==> config.mk <==
export PLATFORM = sky130hd
export DESIGN_NAME = stream_arbiter_qos_age
export DESIGN_NICKNAME = d
export VERILOG_FILES = /design/src/rtl/stream_arb_pkg.sv /design/src/rtl/stream_skid_buffer.sv /design/src/rtl/stream_arbiter_qos_age.sv
export SDC_FILE = /design/constraint.sdc
export NUM_CORES = 1
export LEC_CHECK = 0
export CAP_MARGIN = 20
export CORE_MARGIN = 5
export CORE_UTILIZATION = 49
export DETAILED_ROUTE_END_ITERATION = 12
export PLACE_DENSITY = 0.82
export REMOVE_ABC_BUFFERS = 1
export SYNTH_ARGS = -nofsm -noshare
export SYNTH_HDL_FRONTEND = slang
export SYNTH_SLANG_ARGS = --single-unit
export TNS_END_PERCENT = 10
==> constraint.sdc <==
create_clock -name clk_i -period 14 [get_ports clk_i]
set_clock_uncertainty 0.15 [all_clocks]
set_input_delay 3.5 -clock clk_i [delete_from_list [all_inputs] [get_ports clk_i]]
set_output_delay 3.5 -clock clk_i [all_outputs]
set_load 0.005 [all_outputs]
==> src/rtl/stream_arb_pkg.sv <==
// Shared types and helpers for the QoS/age stream arbiter.
package stream_arb_pkg;

  // Packet-level arbitration state: IDLE = free to arbitrate, BURST = winner locked.
  typedef enum logic {
    IDLE  = 1'b0,
    BURST = 1'b1
  } arb_state_e;

  // Width of a per-stream age counter able to hold 0..age_limit (at least 1 bit).
  function automatic int age_width(input int age_limit);
    int w;
    w = $clog2(age_limit + 1);
    if (w < 1) w = 1;
    return w;
  endfunction

endpackage

==> src/rtl/stream_skid_buffer.sv <==
// Two-entry skid buffer: one cycle latency, full throughput, ready = not full.
module stream_skid_buffer #(
  parameter int WIDTH = 8
) (
  input  logic             clk_i,
  input  logic             rst,
  input  logic             in_valid_i,
  output logic             in_ready_o,
  input  logic [WIDTH-1:0] in_data_i,
  output logic             out_valid_o,
  input  logic             out_ready_i,
  output logic [WIDTH-1:0] out_data_o
);

  logic [1:0][WIDTH-1:0] mem_q;
  logic                  wr_q, wr_d;
  logic                  rd_q, rd_d;
  logic [1:0]            cnt_q, cnt_d;
  logic                  push, pop;

  assign in_ready_o  = (cnt_q != 2'd2);
  assign out_valid_o = (cnt_q != 2'd0);
  assign out_data_o  = mem_q[rd_q];
  assign push        = in_valid_i & in_ready_o;
  assign pop         = out_valid_o & out_ready_i;

  // Next pointers and occupancy from this cycle's push/pop.
  always_comb begin
    wr_d  = wr_q;
    rd_d  = rd_q;
    cnt_d = cnt_q;
    if (push) wr_d = ~wr_q;
    if (pop)  rd_d = ~rd_q;
    case ({push, pop})
      2'b10:   cnt_d = cnt_q + 2'd1;
      2'b01:   cnt_d = cnt_q - 2'd1;
      default: cnt_d = cnt_q;
    endcase
  end

  // Pointer/occupancy registers; reset empties the buffer.
  always_ff @(posedge clk_i or posedge rst) begin
    if (rst) begin
      wr_q  <= 1'b0;
      rd_q  <= 1'b0;
      cnt_q <= 2'd0;
    end else begin
      wr_q  <= wr_d;
      rd_q  <= rd_d;
      cnt_q <= cnt_d;
    end
  end

  // Storage needs no reset: it is only read while occupancy is non-zero.
  always_ff @(posedge clk_i) begin
    if (push) mem_q[wr_q] <= in_data_i;
  end

endmodule

==> src/rtl/stream_arbiter_qos_age.sv <==
// Packet-locked stream arbiter: urgency (age) first, then QoS, then round-robin.
//
// Handshake: every stream port uses valid/ready. A beat transfers on a rising
// clock edge where valid and ready are both high; valid, once high, is held with
// stable payload until that transfer. s_ready_o may depend combinationally on
// s_valid_i (arbitration), never the other way around.
module stream_arbiter_qos_age
  import stream_arb_pkg::*;
#(
  parameter int T_DATA_WIDTH = 8,
  parameter int T_QOS__WIDTH = 4,
  parameter int STREAM_COUNT = 4,
  parameter int T_ID___WIDTH = (STREAM_COUNT > 1) ? $clog2(STREAM_COUNT) : 1,
  parameter int AGE_LIMIT    = 7,
  parameter int OUT_REG      = 0
) (
  input  logic                                      clk_i,
  input  logic                                      rst,
  input  logic [STREAM_COUNT-1:0][T_DATA_WIDTH-1:0] s_data_i,
  input  logic [STREAM_COUNT-1:0][T_QOS__WIDTH-1:0] s_qos_i,
  input  logic [STREAM_COUNT-1:0]                   s_last_i,
  input  logic [STREAM_COUNT-1:0]                   s_valid_i,
  output logic [STREAM_COUNT-1:0]                   s_ready_o,
  output logic [T_DATA_WIDTH-1:0]                   m_data_o,
  output logic [T_QOS__WIDTH-1:0]                   m_qos_o,
  output logic [T_ID___WIDTH-1:0]                   m_id_o,
  output logic                                      m_last_o,
  output logic                                      m_valid_o,
  input  logic                                      m_ready_i,
  output arb_state_e                                dbg_state_o
);

  localparam int SW = (STREAM_COUNT > 1) ? $clog2(STREAM_COUNT) : 1;
  localparam int AW = age_width(AGE_LIMIT);
  localparam int PW = T_QOS__WIDTH + T_ID___WIDTH + 1 + T_DATA_WIDTH;
  localparam logic [AW-1:0] AGE_MAX = AW'(AGE_LIMIT);
  localparam logic [SW-1:0] RR_INIT = SW'(STREAM_COUNT - 1);

  arb_state_e                     state_q, state_d;
  logic [SW-1:0]                  grant_q, grant_d;
  logic [SW-1:0]                  rr_q, rr_d;
  logic [STREAM_COUNT-1:0][AW-1:0] age_q, age_d;
  logic [STREAM_COUNT-1:0]        urgent, cand;
  logic [SW-1:0]                  arb_id, eff_id;
  logic                           eff_valid, eff_last, down_ready;
  logic                           beat_hs, first_hs;
  logic [PW-1:0]                  beat_payload;

  assign dbg_state_o = state_q;

  // Candidate set: streams at the age limit pre-empt everyone else.
  always_comb begin
    urgent = '0;
    for (int i = 0; i < STREAM_COUNT; i++) begin
      urgent[i] = (AGE_LIMIT > 0) && s_valid_i[i] && (age_q[i] == AGE_MAX);
    end
    cand = (|urgent) ? urgent : s_valid_i;
  end

  // Highest QoS among candidates; strict '>' keeps the first hit in rr_q+1.. order.
  always_comb begin
    int                    idx;
    logic                  found;
    logic [T_QOS__WIDTH-1:0] best_qos;
    idx      = 0;
    found    = 1'b0;
    best_qos = '0;
    arb_id   = rr_q;
    for (int i = 1; i <= STREAM_COUNT; i++) begin
      idx = int'(rr_q) + i;
      if (idx >= STREAM_COUNT) idx = idx - STREAM_COUNT;
      if (cand[idx] && (!found || (s_qos_i[idx] > best_qos))) begin
        found    = 1'b1;
        best_qos = s_qos_i[idx];
        arb_id   = SW'(idx);
      end
    end
  end

  assign eff_id       = (state_q == BURST) ? grant_q : arb_id;
  assign eff_valid    = (state_q == BURST) ? s_valid_i[eff_id] : (|s_valid_i);
  assign eff_last     = s_last_i[eff_id];
  assign beat_hs      = eff_valid & down_ready;
  assign first_hs     = beat_hs & (state_q == IDLE);
  assign beat_payload = {s_qos_i[eff_id], T_ID___WIDTH'(eff_id), eff_last, s_data_i[eff_id]};

  // Only the effective grant sees downstream ready; a locked grant keeps it even while stalled.
  always_comb begin
    s_ready_o = '0;
    if ((state_q == BURST) || (|s_valid_i)) s_ready_o[eff_id] = down_ready;
  end

  // Lock on a non-last transfer, unlock on a last transfer.
  always_comb begin
    state_d = state_q;
    if (beat_hs) state_d = eff_last ? IDLE : BURST;
  end

  // Packet lock state register.
  always_ff @(posedge clk_i or posedge rst) begin
    if (rst) state_q <= IDLE;
    else     state_q <= state_d;
  end

  // Grant and round-robin pointer follow the winner of each first beat.
  always_comb begin
    grant_d = grant_q;
    rr_d    = rr_q;
    if (first_hs) begin
      grant_d = arb_id;
      rr_d    = arb_id;
    end
  end

  // Grant / round-robin registers.
  always_ff @(posedge clk_i or posedge rst) begin
    if (rst) begin
      grant_q <= '0;
      rr_q    <= RR_INIT;
    end else begin
      grant_q <= grant_d;
      rr_q    <= rr_d;
    end
  end

  // Ages move only on first beats: winner clears, other waiting streams count up to the limit.
  always_comb begin
    age_d = age_q;
    if (first_hs) begin
      for (int i = 0; i < STREAM_COUNT; i++) begin
        if (SW'(i) == arb_id)                           age_d[i] = '0;
        else if (s_valid_i[i] && (age_q[i] != AGE_MAX)) age_d[i] = age_q[i] + 1'b1;
      end
    end
  end

  // Age registers.
  always_ff @(posedge clk_i or posedge rst) begin
    if (rst) age_q <= '0;
    else     age_q <= age_d;
  end

  if (OUT_REG != 0) begin : g_skid
    logic [PW-1:0] out_payload;
    stream_skid_buffer #(.WIDTH(PW)) u_skid (
      .clk_i      (clk_i),
      .rst        (rst),
      .in_valid_i (eff_valid),
      .in_ready_o (down_ready),
      .in_data_i  (beat_payload),
      .out_valid_o(m_valid_o),
      .out_ready_i(m_ready_i),
      .out_data_o (out_payload)
    );
    assign {m_qos_o, m_id_o, m_last_o, m_data_o} = out_payload;
  end else begin : g_comb
    assign down_ready = m_ready_i;
    assign m_valid_o  = eff_valid;
    assign {m_qos_o, m_id_o, m_last_o, m_data_o} = beat_payload;
  end

endmodule
# Yosys cells after proc, flatten, opt, wreduce, memory -nomap -nowiden
# Index checks and enable logic that the tools add are counted.
[classes] n_reduce_logical=30 order_cmp=13 n_mux=61 bitwise_logic=4 n_eq_ne=11 n_addsub=12
[ops] op="$lt 32x4->1 const B" count=4
[ops] op="$mux 32" count=4
[ops] op="$mux 4" count=14
[ops] op="$bmux 4 s2" count=5
[ops] op="$mux 3" count=8
[ops] op="$bmux 8 s2" count=1
[ops] op="$mux 1" count=16
[ops] op="$add 3x1->3 const B" count=4
[ops] op="$bmux 1 s2" count=6
[ops] op="$eq 3x3->1 const B" count=4
[ops] op="$gt 4x4->1" count=3
[ops] op="$logic_and 1x1->1" count=12
[ops] op="$ne 3x3->1 const B" count=4
[ops] op="$sub 3x3->4 const B" count=3
[ops] op="$mux 2" count=5
[ops] op="$ge 3x3->1 const B" count=3
[ops] op="$mux 8" count=1
[ops] op="$reduce_and 2->1" count=4
[ops] op="$reduce_bool 2->1" count=4
[ops] op="$reduce_or 4->1" count=2
[ops] op="$add 2x2->3 const B" count=2
[ops] op="$sub 4x3->5 const B" count=1
[ops] op="$add 2x3->4 const B" count=1
[ops] op="$and 4x4->4" count=1
[ops] op="other kinds (12)" count=19
[word_totals] out_inout_bits=21 word_cells=138 ff_bits=17

# Longest topological paths before layout
[depth] ltp_word=27 depth_mapped=34 mapped_depth_nobuf=31

# Worst setup path before layout
# No wires, ideal clock.
[synth_path] path_kind="input -> output" startpoint="input s_valid_i[1]" endpoint="output s_ready_o[2]" path_stages=29 setup_slack_ps=1243 t_required_ps=10350 arrival_ps=9107 path_buffers=3 path_cell_list="buf_2 a222oi_1 o211ai_1 nand3_1 and2_1 nand2_1 ha_1 nor2b_1 o41ai_1 or2_2 o211a_4 a22oi_1 ha_1 nor2b_1 o21ai_0 or3b_2 nand2_1 a21boi_2 nor2_1 a21oi_1 ha_1 and2_1 a32o_1 o211a_1 or2_1 o311a_1 buf_4 buf_2 nor3_1"
[synth_via] elab_chain_cells=26 word_cells_on_any_way=47 classes_between="5 x order compare; 27 x mux; 1 x bitwise; 14 x reduce/logical"
[synth_lines] item="from (decl)" line_no="stream_arbiter_qos_age.sv:22" source="input logic [STREAM_COUNT-1:0] s_valid_i,"
[synth_lines] item="$logic_and 1x1->1" line_no="stream_arbiter_qos_age.sv:55" source="urgent[i] = (AGE_LIMIT > 0) && s_valid_i[i] && (age_q[i] == AGE_MAX);"
[synth_lines] item="$reduce_or 4->1" line_no="stream_arbiter_qos_age.sv:57" source="cand = (|urgent) ? urgent : s_valid_i;"
[synth_lines] item="$mux 4" line_no="stream_arbiter_qos_age.sv:57"
[synth_lines] item="$bmux 1 s2" line_no="stream_arbiter_qos_age.sv:72" source="if (cand[idx] && (!found || (s_qos_i[idx] > best_qos))) begin"
[synth_lines] item="$mux 1 (implied by the code) (2 in series)" line_no="stream_arbiter_qos_age.sv:72"
[synth_lines] item="$mux 4 or $mux 1 (tied branches)" line_no="stream_arbiter_qos_age.sv:72"
[synth_lines] item="$gt 4x4->1 or $logic_not 1->1 (tied branches)" line_no="stream_arbiter_qos_age.sv:72"
[synth_lines] item="$logic_or 1x1->1" line_no="stream_arbiter_qos_age.sv:72"
[synth_lines] item="(+9 left out)"
[synth_lines] item="$mux 2" line_no="stream_arbiter_qos_age.sv:72"
[synth_lines] item="$mux 2" line_no="stream_arbiter_qos_age.sv:80" source="assign eff_id = (state_q == BURST) ? grant_q : arb_id;"
[synth_lines] item="$lt 2x3->1 (implied by the code) or $ge 2x1->1 (tied branches)" line_no="stream_arbiter_qos_age.sv:90" source="if ((state_q == BURST) || (|s_valid_i)) s_ready_o[eff_id] = down_ready;"
[synth_lines] item="$logic_and 1x1->1 (implied by the code)" line_no="stream_arbiter_qos_age.sv:90"
[synth_lines] item="$mux 1 (implied by the code)" line_no="stream_arbiter_qos_age.sv:90"
[synth_lines] item="$demux 1 s2" line_no="stream_arbiter_qos_age.sv:90"
[synth_lines] item="$and 4x4->4 (no line)"
[synth_lines] item="$mux 4 (*)" line_no="stream_arbiter_qos_age.sv:90"
[synth_lines] item="to (decl)" line_no="stream_arbiter_qos_age.sv:23" source="output logic [STREAM_COUNT-1:0] s_ready_o,"
# Every way passes the cells marked *; elsewhere a longest branch is shown, timed or not. The select of a mux whose other input is x is not followed.

# Final worst setup path
[layout_path] startpoint="input s_valid_i[3]" endpoint="output m_last_o"
[layout_via] elab_chain_cells=22 word_cells_on_any_way=40 classes_between="3 x order compare; 26 x mux; 11 x reduce/logical"
[layout_lines] item="$logic_and 1x1->1" line_no="stream_arbiter_qos_age.sv:55"
[layout_lines] item="$reduce_or 4->1" line_no="stream_arbiter_qos_age.sv:57"
[layout_lines] item="$mux 4 (*)" line_no="stream_arbiter_qos_age.sv:57"
[layout_lines] item="$bmux 1 s2" line_no="stream_arbiter_qos_age.sv:72"
[layout_lines] item="$mux 1 (implied by the code) (2 in series)" line_no="stream_arbiter_qos_age.sv:72"
[layout_lines] item="$mux 4 or $mux 1 (tied branches)" line_no="stream_arbiter_qos_age.sv:72"
[layout_lines] item="$gt 4x4->1 or $logic_not 1->1 (tied branches)" line_no="stream_arbiter_qos_age.sv:72"
[layout_lines] item="$logic_or 1x1->1" line_no="stream_arbiter_qos_age.sv:72"
[layout_lines] item="(+5 left out)"
[layout_lines] item="$mux 4 or $mux 1 (tied branches)" line_no="stream_arbiter_qos_age.sv:72"
[layout_lines] item="$gt 4x4->1 or $logic_not 1->1 (tied branches)" line_no="stream_arbiter_qos_age.sv:72"
[layout_lines] item="$logic_or 1x1->1" line_no="stream_arbiter_qos_age.sv:72"
[layout_lines] item="$logic_and 1x1->1" line_no="stream_arbiter_qos_age.sv:72"
[layout_lines] item="$mux 2 (*)" line_no="stream_arbiter_qos_age.sv:72"
[layout_lines] item="$mux 2 (*)" line_no="stream_arbiter_qos_age.sv:80"
[layout_lines] item="$bmux 1 s2 (*)" line_no="stream_arbiter_qos_age.sv:82" source="assign eff_last = s_last_i[eff_id];"
[layout_lines] item="$mux 1 (implied by the code) (*)" line_no="stream_arbiter_qos_age.sv:82"
[layout_lines] item="to (decl)" line_no="stream_arbiter_qos_age.sv:27" source="output logic m_last_o,"
# Marks and branches as above.

==> key figures <==
GRT
  • Gr usage total: 20.3%
  • Remaining Overflow, GRT: 0
  • Vias in the first global route: 2618
  • First-pass GRT wire length: 12300 um
  • Largest net degree at the start of global routing: 31
  • Initial antenna violation count: 0

Cells and area
  • Register area: 428 sq um
  • Final Util: 68.7%
  • Multi-input logic area: 0.00218 sq mm
  • # fillers: 422
  • Most frequent cells in the layout: clkdlybuf4s50_1, mux2i_1, nand2_1, nor2_1, ha_1
  • Most common cell after layout, fill and taps aside: clkdlybuf4s50_1
  • Final net count: 467
  • Diode count: 0
  • Area delta synth->final: 37.4%
  • Share of cells above drive strength 1: 14.2%
  • Fin cells: 459

Placement
  • Hpwl dp: 5970 um
  • Placed cells: 453
  • Count of input and output buffers: 79
  • Final RePlAce weighted congestion: 0.928

Setup path
  • Crit path depth: 31
  • Cell repeated most along the worst path: ha_1
  • R2R Setup Slk: 7.07 ns
  • CP Class: primary input to output pin
  • Worst Setup SP: s_valid_i[3]
  • Cells on worst reg2reg path: 30
  • Reg2reg start: rr_q[0]$_DFFE_PP1P_
  • Worst EP required: 10.35 ns
  • Critical Path End Type: output pin
  • CP peak stage delay: 0.55 ns
  • FF-to-FF End: dbg_state_o$_DFFE_PP0P_
  • Crit path to: m_last_o
  • Crit path buf inv count: 3
  • WP data arrival: 10.01 ns
  • CP max FO: 26
  • Crit start category: primary input
  • CP top delay family: compound AO/OA/AOI/OAI gates
  • CP max stage cell: clkdlybuf4s50_1

Timing
  • Max-slew violation count: 0
  • RSZ-0062 raised after global routing: yes
  • Hold Vio Cnt, Final: 0
  • Peak Freq: 73.2 MHz
  • Slew @ Worst Pin: 0.661 ns
  • Endpoints failing setup: 0
  • Final worst-path cycle share: 97.6%
  • Min Tclk post-route: 13.66 ns
  • Worst slew margin: 55.9%

Die
  • Core outline area: 0.00544 sq mm
  • Die ar.: 0.00714 sq mm
  • Chip height: 84.5 um
  • Starting Density: 50.0%
  • IO Pins: 80
  • Site Rows: 27
  • Die width: 84.5 um

Drt
  • M1 WL: 3100 um
  • Wire length per cell: 16.6 um
  • Iteration-0 DRC Markers: 155
  • Final ANT Viol Nets: 0
  • Drt drc: 0
  • Met2 WL: 4150 um
  • Top sig layer: met4
  • DRT Wirelength: 7630 um
  • Met3 WL: 278 um
  • Vias: 2734
  • Vias per cell: 5.96
  • Initial DRT Pass Iterations: 5

Status
  • Status: complete, no violations

Synthesis
  • Synth async-reset ratio: 100%
  • Primary FF master, synth: dfrtp_1
  • Synth unique cells: 63
  • Number of flops mapped to enable cells by yosys: 0
  • Register bit total from synthesis: 17
  • Synth Area per Inst: 8.77 sq um
  • Post-Syn Area: 0.00272 sq mm
  • Sequential area share after synthesis: 15.7%
  • Synth Instances: 310
  • YS warnings: 0

Hold path
  • Hold Path Origin: grant_q[1]$_DFFE_PP0P_
  • Hold WC Path Type: flip-flop to flip-flop

Clock network
  • Clk_lat worst skew: 0.25 ns
  • TritonCTS clock tree: yes
  • Hold_buf cts: 0
  • CTS H-tree lvls: 1
  • CTS sink count: 17
  • CTS buffer count: 3
  • Clk slew on worst S/H paths: 0.06 ns
  • Clock Tree Buf Depth: 2
  • CTS root buf: clkbuf_8

Job
  • Max Cap Viol: 0
[worst register-to-register path: cells and delay by family, from the launching register on]
family	cells	cell delay [ns]
compound gates	14	2.23
fa+ha+maj	3	0.82
buf+inv	2	0.64
flops	1	0.96
mux	1	0.27
simple gates	10	1.73
[synthesized netlist by cell type (6+ instances only)]
master    count  share of area (%)
a21oi_1      10                1.8
a22oi_1       6                1.7
and2_1       11                2.5
buf_2         7                1.3
clkbuf_1      7               0.97
dfrtp_1      15                 14
ha_1         20                9.2
inv_1         9                1.2
mux2_1        8                3.3
mux2i_1      32                 12
mux4_2       13                 11
nand2_1      31                4.3
nor2_1       21                2.9
nor3_1        7                1.3
o211ai_1      8                2.2
o21ai_0      11                2.0
o21ai_1      13                2.4
[final cells by class]
type / count / area share [%]
sequential: 17 / 11.4
timing repair buffer: 94 / 25.7
clock buffer: 4 / 1.21
tap: 72 / 2.41
multi-input combinational: 262 / 58.2
inverter: 10 / 1.00
[timing repair]
| item | 4_1_cts | 5_1_grt |
|---|---|---|
| setup buffers | 0 | 1 |
| setup endpoints to repair | 0 | 20 |
| gates resized for setup | 0 | 20 |
[how the worst min path moves through the flow]
stage                             end  slack, ns  depth (start not counted)
3_3_place_gp     age_q[7]$_DFFE_PP0P_       0.36                          2
6_report       grant_q[1]$_DFFE_PP0P_       0.37                          2
2_1_floorplan  grant_q[1]$_DFFE_PP0P_       0.33                          2
3_5_place_dp   grant_q[1]$_DFFE_PP0P_       0.36                          2
5_1_grt        grant_q[1]$_DFFE_PP0P_       0.42                          2
4_1_cts        grant_q[1]$_DFFE_PP0P_       0.38                          2
[stage by stage]
step / setup slack (ns) / cell area (sq um) / hold slack [ns] / TNS, ns
finish: 0.340 / 3740 / 0.375 / 0
global route: -0.121 / 3740 / 0.424 / -0.527
CTS: 0.0535 / 3640 / 0.377 / 0
detailed placement: 0.0693 / 3600 / 0.360 / 0
global placement: 0.166 / 3600 / 0.356 / 0
floorplan: 0.666 / 2590 / 0.332 / 0
[kinds of logic after synthesis]
logic type | count (synthesis) | share of synthesized area [%]
XOR/XNOR | 7 | 2.25
AND/OR/NAND/NOR | 94 | 16.7
adder cells (fa/ha/maj) | 20 | 9.20
buffers and inverters | 31 | 6.30
AO/OA/AOI/OAI | 83 | 21.8
multiplexers | 58 | 27.9
flip-flops | 17 | 15.7
[sequential cells by signal, summed over array words and instances (netlist names)]
signal / cells
dbg_state_o: 1
rr_q: 2
grant_q: 2
age_q: 12
[routing by layer]
| metal | vias up | track usage (%) |
|---|---|---|
| met5 | - | 0 |
| met4 | 0 | 4.75 |
| met3 | 10 | 0.785 |
| met2 | 80 | 38.7 |
| met1 | 1306 | 24.8 |
| li1 | 1338 | - |
Power is left out: the tool's default activity adds up to more than one toggle a clock period on the data nets, which glitch-free logic cannot reach.
